## config.mk

```make
export PLATFORM = sky130hd
export DESIGN_NAME = avalon_pio_bidir_flat
export DESIGN_NICKNAME = d
export VERILOG_FILES = /design/src/rtl/pio_pkg.sv /design/src/rtl/avalon_pio_bidir_if.sv /design/src/rtl/pio_edge_sync.sv /design/src/rtl/avalon_pio_bidir.sv /design/src/flat_wrapper.sv
export SDC_FILE = /design/constraint.sdc
export NUM_CORES = 1
export LEC_CHECK = 0
export ABC_AREA = 1
export CAP_MARGIN = 20
export CORE_ASPECT_RATIO = 0.75
export CORE_UTILIZATION = 30
export DETAILED_ROUTE_END_ITERATION = 16
export PLACE_DENSITY_LB_ADDON = 0.08
export SYNTH_ARGS = -nofsm -noshare
export SYNTH_HDL_FRONTEND = slang
export SYNTH_SLANG_ARGS = --single-unit
```

## constraint.sdc

```tcl
create_clock -name clk -period 1.12 [get_ports clk]
set_input_delay 0.224 -clock clk [delete_from_list [all_inputs] [get_ports clk]]
set_output_delay 0.224 -clock clk [all_outputs]
set_load 0.005 [all_outputs]
```

## src/rtl/pio_pkg.sv

```systemverilog
// Shared constants for the bidirectional Avalon PIO: register map, edge modes
// and the edge-detect helper used by the synchroniser.
package pio_pkg;

  localparam int unsigned ADDR_W   = 3;
  localparam int unsigned MAX_W    = 32;

  // Register map
  localparam logic [ADDR_W-1:0] ADDR_DATA    = 3'd0;
  localparam logic [ADDR_W-1:0] ADDR_DIR     = 3'd1;
  localparam logic [ADDR_W-1:0] ADDR_IRQMASK = 3'd2;
  localparam logic [ADDR_W-1:0] ADDR_EDGECAP = 3'd3;
  localparam logic [ADDR_W-1:0] ADDR_OUTSET  = 3'd4;
  localparam logic [ADDR_W-1:0] ADDR_OUTCLR  = 3'd5;

  // Edge capture modes
  localparam int unsigned EDGE_RISE = 0;
  localparam int unsigned EDGE_FALL = 1;
  localparam int unsigned EDGE_ANY  = 2;

  // Per-bit edge pulse from current and previous synchronised values
  function automatic logic [MAX_W-1:0] edge_detect(input int unsigned mode,
                                                   input logic [MAX_W-1:0] cur,
                                                   input logic [MAX_W-1:0] prev);
    logic [MAX_W-1:0] ev;
    case (mode)
      EDGE_FALL: ev = ~cur & prev;
      EDGE_ANY:  ev = cur ^ prev;
      default:   ev = cur & ~prev;
    endcase
    return ev;
  endfunction

endpackage

```

## src/rtl/avalon_pio_bidir_if.sv

```systemverilog
// Avalon-MM slave bus bundle for the PIO register block.
interface avalon_pio_bidir_if #(
  parameter int unsigned WIDTH = 8
);

  logic [pio_pkg::ADDR_W-1:0] address;
  logic                       chipselect;
  logic                       write_n;
  logic [WIDTH-1:0]           writedata;
  logic [WIDTH-1:0]           readdata;

  modport master (
    output address,
    output chipselect,
    output write_n,
    output writedata,
    input  readdata
  );

  modport slave (
    input  address,
    input  chipselect,
    input  write_n,
    input  writedata,
    output readdata
  );

endinterface

```

## src/rtl/pio_edge_sync.sv

```systemverilog
// Two-flop input synchroniser plus history flop and edge detector, vectorised
// over WIDTH. All flops reset to 0, so a pin held high through reset release
// yields exactly one rising edge and never a falling one.
module pio_edge_sync
  import pio_pkg::*;
#(
  parameter int unsigned WIDTH     = 8,
  parameter int unsigned EDGE_MODE = EDGE_RISE
) (
  input  logic             clk,
  input  logic             reset_n,
  input  logic [WIDTH-1:0] pin,
  output logic [WIDTH-1:0] sync_q,
  output logic [WIDTH-1:0] edge_c
);

  logic [WIDTH-1:0] sync1_q;
  logic [WIDTH-1:0] sync2_q;
  logic [WIDTH-1:0] hist_q;

  // Synchroniser chain and one-cycle history
  always_ff @(posedge clk or negedge reset_n) begin
    if (!reset_n) begin
      sync1_q <= '0;
      sync2_q <= '0;
      hist_q  <= '0;
    end else begin
      sync1_q <= pin;
      sync2_q <= sync1_q;
      hist_q  <= sync2_q;
    end
  end

  // Edge pulse selected by EDGE_MODE
  always_comb begin
    edge_c = WIDTH'(edge_detect(EDGE_MODE, MAX_W'(sync2_q), MAX_W'(hist_q)));
  end

  assign sync_q = sync2_q;

endmodule

```

## src/rtl/avalon_pio_bidir.sv

```systemverilog
// Bidirectional Avalon-MM PIO: output register, direction, interrupt mask and
// edge capture with level interrupt. Zero-wait-state combinational reads.
// Optional feature macro: PIO_BITSET_EN adds OUTSET (addr 4) and OUTCLR
// (addr 5) atomic bit set/clear of the output register.
module avalon_pio_bidir
  import pio_pkg::*;
#(
  parameter int unsigned      WIDTH     = 8,
  parameter logic [WIDTH-1:0] RESET_OUT = '0,
  parameter int unsigned      EDGE_MODE = EDGE_RISE
) (
  input  logic                 clk,
  input  logic                 reset_n,
  avalon_pio_bidir_if.slave    bus,
  input  logic [WIDTH-1:0]     in_port,
  output logic [WIDTH-1:0]     out_port,
  output logic [WIDTH-1:0]     out_en,
  output logic                 irq
);

  logic [WIDTH-1:0] out_q, out_next;
  logic [WIDTH-1:0] dir_q, dir_next;
  logic [WIDTH-1:0] mask_q, mask_next;
  logic [WIDTH-1:0] cap_q, cap_next;
  logic             irq_q;
  logic [WIDTH-1:0] sync_q;
  logic [WIDTH-1:0] edge_c;
  logic             wr_c;

  pio_edge_sync #(
    .WIDTH     (WIDTH),
    .EDGE_MODE (EDGE_MODE)
  ) u_edge_sync (
    .clk     (clk),
    .reset_n (reset_n),
    .pin     (in_port),
    .sync_q  (sync_q),
    .edge_c  (edge_c)
  );

  assign wr_c = bus.chipselect & ~bus.write_n;

  // Register write decode; a new edge overrides a same-cycle clear
  always_comb begin
    out_next  = out_q;
    dir_next  = dir_q;
    mask_next = mask_q;
    cap_next  = cap_q | edge_c;
    if (wr_c) begin
      case (bus.address)
        ADDR_DATA:    out_next  = bus.writedata;
        ADDR_DIR:     dir_next  = bus.writedata;
        ADDR_IRQMASK: mask_next = bus.writedata;
        ADDR_EDGECAP: cap_next  = (cap_q & ~bus.writedata) | edge_c;
`ifdef PIO_BITSET_EN
        ADDR_OUTSET:  out_next  = out_q | bus.writedata;
        ADDR_OUTCLR:  out_next  = out_q & ~bus.writedata;
`else
        ADDR_OUTSET, ADDR_OUTCLR: ;
`endif
        default: ;
      endcase
    end
  end

  // Register state
  always_ff @(posedge clk or negedge reset_n) begin
    if (!reset_n) begin
      out_q  <= RESET_OUT;
      dir_q  <= '0;
      mask_q <= '0;
      cap_q  <= '0;
      irq_q  <= 1'b0;
    end else begin
      out_q  <= out_next;
      dir_q  <= dir_next;
      mask_q <= mask_next;
      cap_q  <= cap_next;
      irq_q  <= |(cap_q & mask_q);
    end
  end

  // Zero-latency read mux; unmapped and set/clear addresses read as zero
  always_comb begin
    bus.readdata = '0;
    case (bus.address)
      ADDR_DATA:    bus.readdata = sync_q;
      ADDR_DIR:     bus.readdata = dir_q;
      ADDR_IRQMASK: bus.readdata = mask_q;
      ADDR_EDGECAP: bus.readdata = cap_q;
      default:      bus.readdata = '0;
    endcase
  end

  assign out_port = out_q;
  assign out_en   = dir_q;
  assign irq      = irq_q;

endmodule

```

## src/flat_wrapper.sv

```systemverilog
// flat-port wrapper written by rule: the top's interface ports become plain ports
module avalon_pio_bidir_flat import pio_pkg::*;
#(
  parameter int unsigned      WIDTH     = 8,
  parameter logic [WIDTH-1:0] RESET_OUT = '0,
  parameter int unsigned      EDGE_MODE = EDGE_RISE
)
  (clk, reset_n, in_port, out_port, out_en, irq, bus_address, bus_chipselect, bus_write_n, bus_writedata, bus_readdata);
  avalon_pio_bidir_if #(.WIDTH(WIDTH)) bus_i ();
  input  logic clk;
  input  logic reset_n;
  input  logic [WIDTH-1:0] in_port;
  output logic [WIDTH-1:0] out_port;
  output logic [WIDTH-1:0] out_en;
  output logic irq;
  input wire logic [$bits(bus_i.address)-1:0] bus_address;
  input wire logic [$bits(bus_i.chipselect)-1:0] bus_chipselect;
  input wire logic [$bits(bus_i.write_n)-1:0] bus_write_n;
  input wire logic [$bits(bus_i.writedata)-1:0] bus_writedata;
  output wire logic [$bits(bus_i.readdata)-1:0] bus_readdata;
  assign bus_i.address = bus_address;
  assign bus_i.chipselect = bus_chipselect;
  assign bus_i.write_n = bus_write_n;
  assign bus_i.writedata = bus_writedata;
  assign bus_readdata = bus_i.readdata;
  avalon_pio_bidir #(.WIDTH(WIDTH), .RESET_OUT(RESET_OUT), .EDGE_MODE(EDGE_MODE)) u_core (.clk(clk), .reset_n(reset_n), .bus(bus_i), .in_port(in_port), .out_port(out_port), .out_en(out_en), .irq(irq));
endmodule
```

==> impl_metrics.json <==
{
  "run_status": "complete, but fails checks",
  "failed_checks": "setup timing",
  "ant_nets": 0,
  "worst-slew-pin-transition_ns": 0.2703,
  "first_iter_violations": 108,
  "syn-num-nets": 308,
  "cts_buffers": 9,
  "setup_viol": 17,
  "design.core.area_sq_um": 7533,
  "max-slew-margin-rel": 0.8194,
  "vdd.ir_drop.worst_mv": 0.8476,
  "pwrdens_nw_per_um2": 1504,
  "grt_pass1_wl_mm": 12.14,
  "port_buffers": 47,
  "synthDominantAreaCellType": "sky130_fd_sc_hd__dfrtp_1",
  "r2r_slack_ns": -0.05,
  "grt_start_max_net_pins": 37,
  "drt-wirelength-per-cell_um": 13.71,
  "worstHoldPathType": "in -> reg",
  "drc": 0,
  "critPathCaptureType": "output port",
  "drv_cap": 0,
  "rr_startpoint": "u_core.mask_q[1]",
  "die_area_sq_um": 8331,
  "global_route.usage.total": 0.1958,
  "crit_type": "reg -> out",
  "net_count_final": 436,
  "synthesis.instances": 285,
  "yosysUniqueCellTypes": 13,
  "first_global_vias": 2390,
  "setup-tns-final_ns": -2.513,
  "floorplan.die.width_um": 105.1,
  "floorplan.initialDensity": 0.3172,
  "netlist_top_cells_area": "sky130_fd_sc_hd__dfrtp_1 60%, sky130_fd_sc_hd__nand2_1 19%, sky130_fd_sc_hd__inv_1 5.5%",
  "ys_warn_count": 0,
  "netlist_area_sq_um": 2390,
  "post-synth-top-area-fraction": 0.5969,
  "routabilityCongestion": 0.8380,
  "finClkSkew_ns": 0.01025,
  "vias_per_cell": 4.279,
  "mean_syn_cell_area_sq_um": 8.385,
  "layout_worst_path_cycle_share": 1.241,
  "worst-endpoint-arrival_ns": 1.17,
  "antenna-diode-count": 0,
  "min-delay-start": "in_port[7]",
  "detailed_routing_iterations_pass_1": 4,
  "critPathRequiredTime_ns": 0.90,
  "routed_wirelength_mm": 7.113,
  "pin_count": 48,
  "cts_sinks": 57,
  "hold_viol": 0,
  "place_ws_ns": -0.9266,
  "worst_setup_path_start_kind": "register",
  "cts_tree": "done",
  "via_count": 2221,
  "path_clk_slew_ns": 0.07,
  "ys_seq_area_frac": 0.5969,
  "h-tree-depth": 3,
  "std_cell_rows": 27,
  "cts_max_path_buffers": 2,
  "postSynthRegisterBits": 57,
  "setup_repair_after_global_routing_missed_its_margin": "yes",
  "final_layout_size_suffix_gt1_frac": 0.3636,
  "dieHeight_um": 79.30,
  "max_clock_freq_mhz": 719.7,
  "power_leakage_nw": 2.060,
  "clk_latency_ns": 0.34,
  "antenna_found_initial": 0,
  "critPathMaxFanout": 2,
  "post-route-min-period_ns": 1.390,
  "cp-startpoint": "u_core.out_en[0]",
  "grt_overflow": 0,
  "cts_root_buf": "sky130_fd_sc_hd__clkbuf_8",
  "detailed_place_hpwl_mm": 4.569,
  "final.setup.worst_slack_ns": -0.2695,
  "timing_max_transition_violations_final": 0,
  "areaGrowthSynthToFinish_pct": 61.20
}
synth_stat cells:
| cell type | instances |
|---|---|
| sky130_fd_sc_hd__o21ai_0 | 4 |
| sky130_fd_sc_hd__nand2_2 | 2 |
| sky130_fd_sc_hd__nand2_1 | 118 |
| sky130_fd_sc_hd__nand3_2 | 4 |
| sky130_fd_sc_hd__buf_4 | 2 |
| sky130_fd_sc_hd__nor2_2 | 3 |
| sky130_fd_sc_hd__nand3_1 | 25 |
| sky130_fd_sc_hd__inv_1 | 35 |
| sky130_fd_sc_hd__buf_2 | 3 |
| sky130_fd_sc_hd__inv_2 | 2 |
| sky130_fd_sc_hd__nor2_4 | 3 |
| sky130_fd_sc_hd__nor2_1 | 27 |
| sky130_fd_sc_hd__dfrtp_1 | 57 |
cell usage in the layout, fill, tap and decap left out, drive strengths merged, types with 3 or more instances in the layout:
master,synthesis,layout
nor2,33,33
nand3,29,29
dfrtp,57,57
buf,5,103
clkinvlp,0,3
inv,37,38
nand2,120,120
clkbuf,0,10
clkdlybuf4s50,0,17
o21ai,4,4
worst max-delay path, cell delays in order (launching register included):
cell and delay [ns]:
sky130_fd_sc_hd__dfrtp_1 0.40, sky130_fd_sc_hd__buf_6 0.12, sky130_fd_sc_hd__nand3_2 0.04, sky130_fd_sc_hd__nand2_1 0.05, sky130_fd_sc_hd__inv_1 0.05, sky130_fd_sc_hd__nand2_1 0.04
sky130_fd_sc_hd__buf_2 0.12
flip-flops by register name, indices dropped and copies added (netlist names):
| register | cells |
|---|---|
| u_core.out_port | 8 |
| u_core.u_edge_sync.sync_q | 8 |
| u_core.out_en | 8 |
| u_core.u_edge_sync.hist_q | 8 |
| u_core.irq | 1 |
| u_core.mask_q | 8 |
| u_core.u_edge_sync.sync1_q | 8 |
| u_core.cap_q | 8 |
routing by layer:
layer,vias up,GRT usage,routed length [um]
li1,1119,-,-
met1,1035,0.2642,3466
met2,59,0.3079,3156
met3,8,0.05172,404
met4,0,0.06197,86
met5,-,0,0
through the flow:
stage,hold WS [ns],total power [mW],instances,instance area [sq um],util
detailed placement,0.2206,3.619,482,3407,0.4523
floorplan,-0.07159,2.813,285,2390,-
global placement,0.2208,3.612,482,3407,0.4523
finish,0.3144,5.794,519,3852,0.5114
global route,0.2983,6.122,519,3852,0.5114
CTS,0.3050,5.847,519,3845,0.5104
worst paths after layout:
path	cells after the start	to
setup / recovery	6	bus_readdata[0]
hold / removal	1	u_core.u_edge_sync.sync1_q[7]
setup reg to reg	8	u_core.irq
hold reg to reg	0	u_core.u_edge_sync.sync_q[3]
max in group asynchronous	3	u_core.cap_q[6]
min in group asynchronous	3	u_core.cap_q[7]
logic make-up after synthesis:
family / count (synthesis) / share of synthesized area
and+or+nand+nor: 182 / 0.3241
AOI/OAI and AO/OA: 4 / 0.008377
buffers and inverters: 42 / 0.07068
DFF: 57 / 0.5969
where the power goes:
part	switching [mW]	internal (mW)
Combinational	0.579	0.785
Sequential	0.136	2.30
Clock	0.909	1.09
Total	1.62	4.17
layout make-up:
type	count	area, sq um
timing repair buffer	122	1101
sequential	57	1426
multi-input combinational	186	848.3
clock inverter	6	66.31
tap	101	126.4
inverter	37	146.4
clock buffer	10	137.6
fill	742	3681
what timing repair did:
action	4_1_cts	5_1_grt
buffers inserted	20	7
gates cloned	1	0
resized for setup	162	12
setup endpoints to repair	57	20
endpoints found under the hold margin	57	0
hold buffers	1	0
pin swaps	27	16
Power figures use the tool's default switching activity.
